[src/rtl/exc_check_pipe.sv]
// E-stage exception checker: detects Ov/AdEL/AdES, merges the result with the
// code inherited from earlier stages, and delivers it to CP0 through PIPE_DEPTH registered stages.
module exc_check_pipe #(
    parameter int unsigned       DATA_W     = 32,
    parameter int unsigned       PIPE_DEPTH = 1,
    parameter logic [DATA_W-1:0] DM_BASE    = '0,
    parameter logic [DATA_W-1:0] DM_LIMIT   = DATA_W'(32'h0000_2FFF)
) (
    input  logic              clk,
    input  logic              reset,
    input  logic              in_valid,
    input  logic [4:0]        in_exccode,
    input  logic [2:0]        in_op,
    input  logic [1:0]        in_size,
    input  logic [DATA_W-1:0] in_s1,
    input  logic [DATA_W-1:0] in_s2,
    input  logic [31:0]       in_pc,
    input  logic              in_bd,
    input  logic              stall,
    input  logic              flush,
    input  logic              exc_ack,
    output logic              out_valid,
    output logic [4:0]        out_exccode,
    output logic [31:0]       out_pc,
    output logic              out_bd,
    output logic [DATA_W-1:0] out_badvaddr,
    output logic              exc_pending
);

    typedef struct packed {
        logic              vld;
        logic [4:0]        code;
        logic [31:0]       pc;
        logic              bd;
        logic [DATA_W-1:0] bva;
    } stage_t;

    stage_t stg_q [PIPE_DEPTH];
    stage_t stg_d [PIPE_DEPTH];
    logic   pend_q, pend_d;

    logic [DATA_W:0]   s1_x, s2_x, sum_x, dif_x, below_x, above_x;
    logic [DATA_W-1:0] addr;
    logic              sum_ov, dif_ov, misalign, addr_bad;
    logic [4:0]        code_c;
    logic [DATA_W-1:0] bva_c;
    logic              any_exc, capture, pend_set;
    stage_t            cap_c;

    assign s1_x   = {in_s1[DATA_W-1], in_s1};
    assign s2_x   = {in_s2[DATA_W-1], in_s2};
    assign sum_x  = s1_x + s2_x;
    assign dif_x  = s1_x - s2_x;
    assign sum_ov = sum_x[DATA_W] ^ sum_x[DATA_W-1];
    assign dif_ov = dif_x[DATA_W] ^ dif_x[DATA_W-1];
    assign addr   = sum_x[DATA_W-1:0];

    // Range bounds checked via borrow bits so a zero DM_BASE needs no special case.
    assign below_x  = {1'b0, addr} - {1'b0, DM_BASE};
    assign above_x  = {1'b0, DM_LIMIT} - {1'b0, addr};

    always_comb begin
        case (in_size)
            2'd0:    misalign = 1'b0;
            2'd1:    misalign = addr[0];
            default: misalign = (addr[1:0] != 2'b00);
        endcase
    end

    assign addr_bad = sum_ov | misalign | below_x[DATA_W] | above_x[DATA_W];

    always_comb begin
        code_c = '0;
        bva_c  = '0;
        if (in_exccode != 5'd0) begin
            code_c = in_exccode;
            if (in_exccode == 5'd4 || in_exccode == 5'd5) bva_c = DATA_W'(in_pc);
        end else begin
            case (in_op)
                3'd1: if (sum_ov) code_c = 5'd12;
                3'd2: if (dif_ov) code_c = 5'd12;
                3'd3: if (addr_bad) begin code_c = 5'd4; bva_c = addr; end
                3'd4: if (addr_bad) begin code_c = 5'd5; bva_c = addr; end
                default: ;
            endcase
        end
    end

    always_comb begin
        any_exc = 1'b0;
        for (int unsigned i = 0; i < PIPE_DEPTH; i++)
            any_exc = any_exc | (stg_q[i].vld && stg_q[i].code != 5'd0);
    end

    assign capture = in_valid && !pend_q && !any_exc;

    always_comb begin
        cap_c = '0;
        if (capture) begin
            cap_c.vld  = 1'b1;
            cap_c.code = code_c;
            cap_c.pc   = in_pc;
            cap_c.bd   = in_bd;
            cap_c.bva  = bva_c;
        end
    end

    always_comb begin
        for (int unsigned i = 0; i < PIPE_DEPTH; i++) stg_d[i] = stg_q[i];
        if (flush) begin
            for (int unsigned i = 0; i < PIPE_DEPTH; i++) stg_d[i] = '0;
        end else if (!stall) begin
            stg_d[0] = cap_c;
            for (int unsigned i = 1; i < PIPE_DEPTH; i++) stg_d[i] = stg_q[i-1];
        end
    end

    // Set is applied after clear so a same-edge ack cannot drop a new exception.
    assign pend_set = stg_q[PIPE_DEPTH-1].vld && (stg_q[PIPE_DEPTH-1].code != 5'd0) && !stall;

    always_comb begin
        pend_d = pend_q;
        if (exc_ack)  pend_d = 1'b0;
        if (pend_set) pend_d = 1'b1;
    end

    always_ff @(posedge clk or negedge reset) begin
        if (!reset) begin
            for (int unsigned i = 0; i < PIPE_DEPTH; i++) stg_q[i] <= '0;
            pend_q <= 1'b0;
        end else begin
            for (int unsigned i = 0; i < PIPE_DEPTH; i++) stg_q[i] <= stg_d[i];
            pend_q <= pend_d;
        end
    end

    assign out_valid    = stg_q[PIPE_DEPTH-1].vld;
    assign out_exccode  = stg_q[PIPE_DEPTH-1].code;
    assign out_pc       = stg_q[PIPE_DEPTH-1].pc;
    assign out_bd       = stg_q[PIPE_DEPTH-1].bd;
    assign out_badvaddr = stg_q[PIPE_DEPTH-1].bva;
    assign exc_pending  = pend_q;

endmodule

[config.mk]
export PLATFORM = sky130hd
export DESIGN_NAME = exc_check_pipe
export DESIGN_NICKNAME = d
export VERILOG_FILES = /design/src/rtl/exc_check_pipe.sv
export SDC_FILE = /design/constraint.sdc
export NUM_CORES = 1
export LEC_CHECK = 0
export CORE_UTILIZATION = 40
export DETAILED_ROUTE_END_ITERATION = 12
export MAX_ROUTING_LAYER = met4
export PLACE_DENSITY_LB_ADDON = 0.3
export SETUP_SLACK_MARGIN = 0.2
export SLEW_MARGIN = 20
export SYNTH_ARGS = -nofsm -noshare
export SYNTH_HDL_FRONTEND = slang
export SYNTH_SLANG_ARGS = --single-unit
[constraint.sdc]
create_clock -name clk -period 6.39 [get_ports clk]
set_input_delay 1.278 -clock clk [delete_from_list [all_inputs] [get_ports clk]]
set_output_delay 1.278 -clock clk [all_outputs]
set_load 0.02 [all_outputs]
# [Word-level counts from Yosys, hierarchy flattened]
# Index checks and enable logic that the tools add are counted.
[totals] regBits=72
[classes] n_addsub=3 n_eq_ne=8 reduce_logical=14 bitwise=4 mux=16
[op_table] op="$mux W71" count=3
[op_table] op="$mux W32" count=4
[op_table] op="$add A32 B32 Y33" count=1
[op_table] op="$sub A14 B32 Y33 const A" count=1
[op_table] op="$sub A32 B32 Y33" count=1
[op_table] op="$pmux W4 S4" count=1
[op_table] op="$eq A5 B3 Y1 const B" count=2
[op_table] op="$reduce_bool A5 Y1" count=2
[op_table] op="$mux W4" count=2
[op_table] op="$eq A3 B2 Y1 const B" count=2
[op_table] op="$mux W3" count=2
[op_table] op="$mux W5" count=1
[op_table] op="$logic_and A1 B1 Y1" count=4
[op_table] op="$reduce_bool A2 Y1" count=2
[op_table] op="$eq A3 B1 Y1 const B" count=1
[op_table] op="$eq A3 B3 Y1 const B" count=1
[op_table] op="$logic_not A1 Y1" count=3
[op_table] op="$eq A2 B1 Y1 const B" count=1
[op_table] op="$logic_not A2 Y1" count=1
[op_table] op="$mux W1" count=2
[op_table] op="$ne A2 B1 Y1 const B" count=1
[op_table] op="$or A1 B1 Y1" count=2
[op_table] op="$pmux W1 S2" count=1
[op_table] op="$reduce_or A2 Y1" count=1
[op_table] op="2 further kinds" count=3

# [Depth between registers and ports, before layout]
[logic_depth] depth_word=11 ltp_mapped=14 ltp_nobuf=13

# [Worst setup path after synthesis]
# Ideal clock, no wire load.
[synth_timing] path_type="input port to flip-flop" from="input in_s1[0]" to="register, netlist name out_exccode[2]" path_slack_ns=2.341 n_path_buf=0 t_arrival_ns=3.907 setup_time_ns=0.141 path_stages=13 path_cell_list="ha_1 inv_1 fa_1 o21ba_1 or4_4 a21oi_4 o21ai_2 a31oi_4 a31oi_1 xor2_1 a32o_1 a2111oi_1 a211oi_2"
[synth_between] elab_chain_cells=11
[synth_lines] element="start, declared" line_no="15" text="input logic [DATA_W-1:0] in_s1,"
[synth_lines] element="parallel branches: the longest is 6 deep, another holds $add A32 B32 Y33"
[synth_lines] element="$pmux W4 S4 (*)" line_no="79" text="case (in_op)"
[synth_lines] element="$mux W5 (*)" line_no="75" text="if (in_exccode != 5'd0) begin"
[synth_lines] element="$mux W71 (*)" line_no="99" text="if (capture) begin"
[synth_lines] element="$mux W71 (*)" line_no="112" text="end else if (!stall) begin"
[synth_lines] element="$mux W71 (*)" line_no="110" text="if (flush) begin"
# Mark *: on every way between the ends. The select of a mux whose other input is x is not followed.
# A chain may end at the register's enable or synchronous reset.

# [Final worst setup path]
[layout_timing] from="input in_s2[0]" to="register, netlist name out_badvaddr[4]"
[layout_between] elab_chain_cells=11
[layout_lines] element="start, declared" line_no="16" text="input logic [DATA_W-1:0] in_s2,"
[layout_lines] element="$add A32 B32 Y33 (*)" line_no="52" text="assign sum_x = s1_x + s2_x;"
[layout_lines] element="parallel branches: the longest is 4 deep, another holds $sub A14 B32 Y33"
[layout_lines] element="$mux W32 (*)" line_no="82, 83"
[layout_lines] element="$mux W32 (*)"
[layout_lines] element="$mux W32 (*)" line_no="75"
[layout_lines] element="$mux W71 (*)" line_no="99"
[layout_lines] element="$mux W71 (*)" line_no="112"
[layout_lines] element="$mux W71 (*)" line_no="110"
# Marks and branches as above.

==> flow_summary_export.csv <==
group,metric,value,unit
setup_path,crit_start,"in_s2[0]",
routing,drt-total-wl,18200,um
logic_synthesis,synth-async-reset-ratio,100,%
clock_tree,cts_tree,"built",
clock_tree,cts_resized,0,
flow_run,maxCapViolations,0,
logic_synthesis,syn_inst,688,
logic_synthesis,synth_common_cells,"dfrtp_1, ha_1, inv_1, nor2_1, nand2_1",
min_path,holdPathEnd,"out_badvaddr[23]",
pwr,report.power.total,1.45,mW
logic_synthesis,yosysMostFrequentCell,"dfrtp_1",
layout,finalNonFillerCells,1032,
logic_synthesis,yosysWarningCount,0,
min_path,whs_path_depth,2,
clock_tree,cts_hold_buf,0,
setup_path,rr_endpoint,"out_badvaddr[4]",
sta,worst_pin_slew,0.991,ns
placed_design,hpwl,14200,um
clock_tree,cts_sinks,72,
sta,rsz0062_at_grt,"no",
placed_design,dp.cells,1015,
routing,routed_via_density,5.65,
clock_tree,clkLatencyLatePin,0.33,ns
logic_synthesis,synthFlopType,"dfrtp_1",
pwr,leakagePower,3.51,nW
setup_path,cp.arrival,4.90,ns
routing,drt-initial-drc-count,380,
clock_tree,cts_max_level,3,
setup_path,cp.required,6.58,ns
logic_synthesis,syn-num-nets,866,
grt,grt_pass1_vias,5771,
layout,nets,1020,
floorplan,dieHeight,126,um
clock_tree,clk_pin_slew,0.06,ns
setup_path,timing.rr.start,"out_exccode[0]",
placed_design,numPortBuffers,184,
routing,vias,5828,
sta,hold_viol,0,
sta,fin_ws,1.68,ns
min_path,hp-class,"flop to flop",
grt,grt_usage,24.0,%
sta,min_period_over_period,73.7,%
grt,grt.overflow.total,0,
routing,first_pass_iters,5,
sta,tns,0,ns
routing,drc,0,
layout,drive_above_1_share,7.67,%
clock_tree,clockRootBuffer,"clkbuf_16",
sta,max_slew_margin,33.3,%
logic_synthesis,yosysUniqueCellTypes,79,
setup_path,reg2reg_slack,3.10,ns
grt,grt_start_max_net_pins,73,
setup_path,path_class,"primary input to flop",
setup_path,r2r_cells,5,
floorplan,initial_core_util,41.8,%
grt,grt_pass1_wl,29900,um
logic_synthesis,yosys.area.top_type,"dfrtp_1",
layout,areaGrowthSynthToFinish,35.0,%
floorplan,die_w,126,um
sta,finalMaxSlewViolations,0,
logic_synthesis,yosys_register_bits,72,
grt,antenna_found_initial,0,
logic_synthesis,synth-edff-count,0,
sta,finalClockSkew,0.00340,ns
sta,min_period,4.71,ns
sta,max_freq,0.212,GHz
min_path,holdCritStartpoint,"out_badvaddr[23]",
placed_design,pre_cts_slack,1.34,ns
routing,wire_per_inst,17.6,um
routing,final_antenna_net_count,0,
setup_path,start_kind,"primary input",
clock_tree,cts_setup_buffers,0,
logic_synthesis,avgSynthCellArea,8.95,um^2
pwr,powerDensity,174,nW/um^2
clock_tree,clockBufferDepth,2,
sta,setup_violations,0,
floorplan,row_count,44,
logic_synthesis,synth_area,6160,um^2
floorplan,fp.coreArea,14800,um^2
logic_synthesis,yosys.area.top_type_share,29.2,%
status,status,"completed",
placed_design,gp_congestion,0.953,
setup_path,cp-end-kind,"flop",
floorplan,num_io_pins,185,
floorplan,die_area,15900,um^2
logic_synthesis,synth.area.top_cells,"dfrtp_1, ha_1, a22o_1",
logic_synthesis,yosysSeqAreaShare,29.2,%
pwr,ir_drop,0.000119,V
clock_tree,cts-buffers-inserted,9,
sta,whs,0.475,ns
setup_path,critPathMaxFanout,16,
==> cell type report <==
class / instances / area (um^2)
clock inverter: 5 / 56.3
clock buffer: 11 / 243
timing repair buffer: 186 / 1850
tap: 184 / 230
fill: 1390 / 6440
antenna: 1 / 2.50
inverter: 62 / 238
sequential: 72 / 1800
multi-input combinational: 511 / 3890
==> worst max-delay path, cell delays in order <==
cell and delay [ns]:
clkdlybuf4s50_1 0.49, ha_1 0.17, inv_1 0.05, fa_1 0.39, o21ba_1 0.20, or4_4 0.47, a21oi_4 0.20, nor2_1 0.07
xnor2_1 0.31, nor2_1 0.09, nor4_1 0.36, o211ai_2 0.16, nor2_4 0.48, o31ai_1 0.17
==> state kept, by name, summed over array words and instances, names as in the netlist <==
name	flops
out_exccode	5
exc_pending	1
out_valid	1
out_bd	1
out_pc	32
out_badvaddr	32
==> report_power, final <==
part | total (mW) | internal (mW) | switching [mW]
clock network | 0.499 | 0.312 | 0.187
registers | 0.475 | 0.468 | 0.00720
logic | 0.474 | 0.204 | 0.270
total | 1.45 | 0.984 | 0.464
==> per-stage QoR <==
stage	utilization, %	cell area (um^2)
floorplan	-	6160
global placement	54.3	8010
detailed placement	54.3	8010
CTS	56.3	8310
global route	56.3	8310
finish	56.4	8320
==> routing by layer <==
| metal | part of all wire [%] | track usage, % |
|---|---|---|
| met2 | 47 | 38.4 |
| met4 | 1.4 | 6.59 |
| met1 | 47 | 31.9 |
| met5 | 0 | - |
| met3 | 5.0 | 2.89 |
==> worst max path at each step <==
stage | end | cells past startpoint
detailed placement | out_badvaddr[9] | 14
global placement | out_badvaddr[8] | 14
CTS | out_badvaddr[4] | 14
floorplan | out_exccode[2] | 13
finish | out_badvaddr[4] | 14
global route | out_badvaddr[9] | 13
==> layout by cell type (no fill, tap or decap), types with 3 or more instances in the layout <==
cell / count
a22o_1: 39
clkbuf_16: 9
inv_1: 60
nand4_1: 6
o311ai_2: 3
nor4_1: 15
o21ai_2: 7
a31oi_1: 4
o211ai_1: 3
o31ai_1: 25
buf_4: 3
or4_1: 3
a211oi_2: 3
ha_1: 64
nand3_1: 8
nand2b_1: 5
nor3_1: 9
dfrtp_1: 72
a21o_1: 5
a22oi_1: 30
a221oi_1: 3
nand2_1: 45
xnor2_1: 23
and2_1: 4
o21ai_0: 32
nor4b_1: 4
a21oi_1: 44
and3_1: 4
nor2b_1: 6
o21bai_1: 10
o31ai_2: 5
xor2_1: 5
nor2_1: 47
clkdlybuf4s50_1: 183
==> logic make-up after synthesis <==
family,Yosys count,synth area share [%]
flops,72,29.2
xor+xnor,28,3.98
buf+inv,105,7.76
simple gates,173,14.8
mux,3,0.528
compound gates,242,30.3
fa+ha+maj,65,13.3
(Power assumes the default switching activity.)
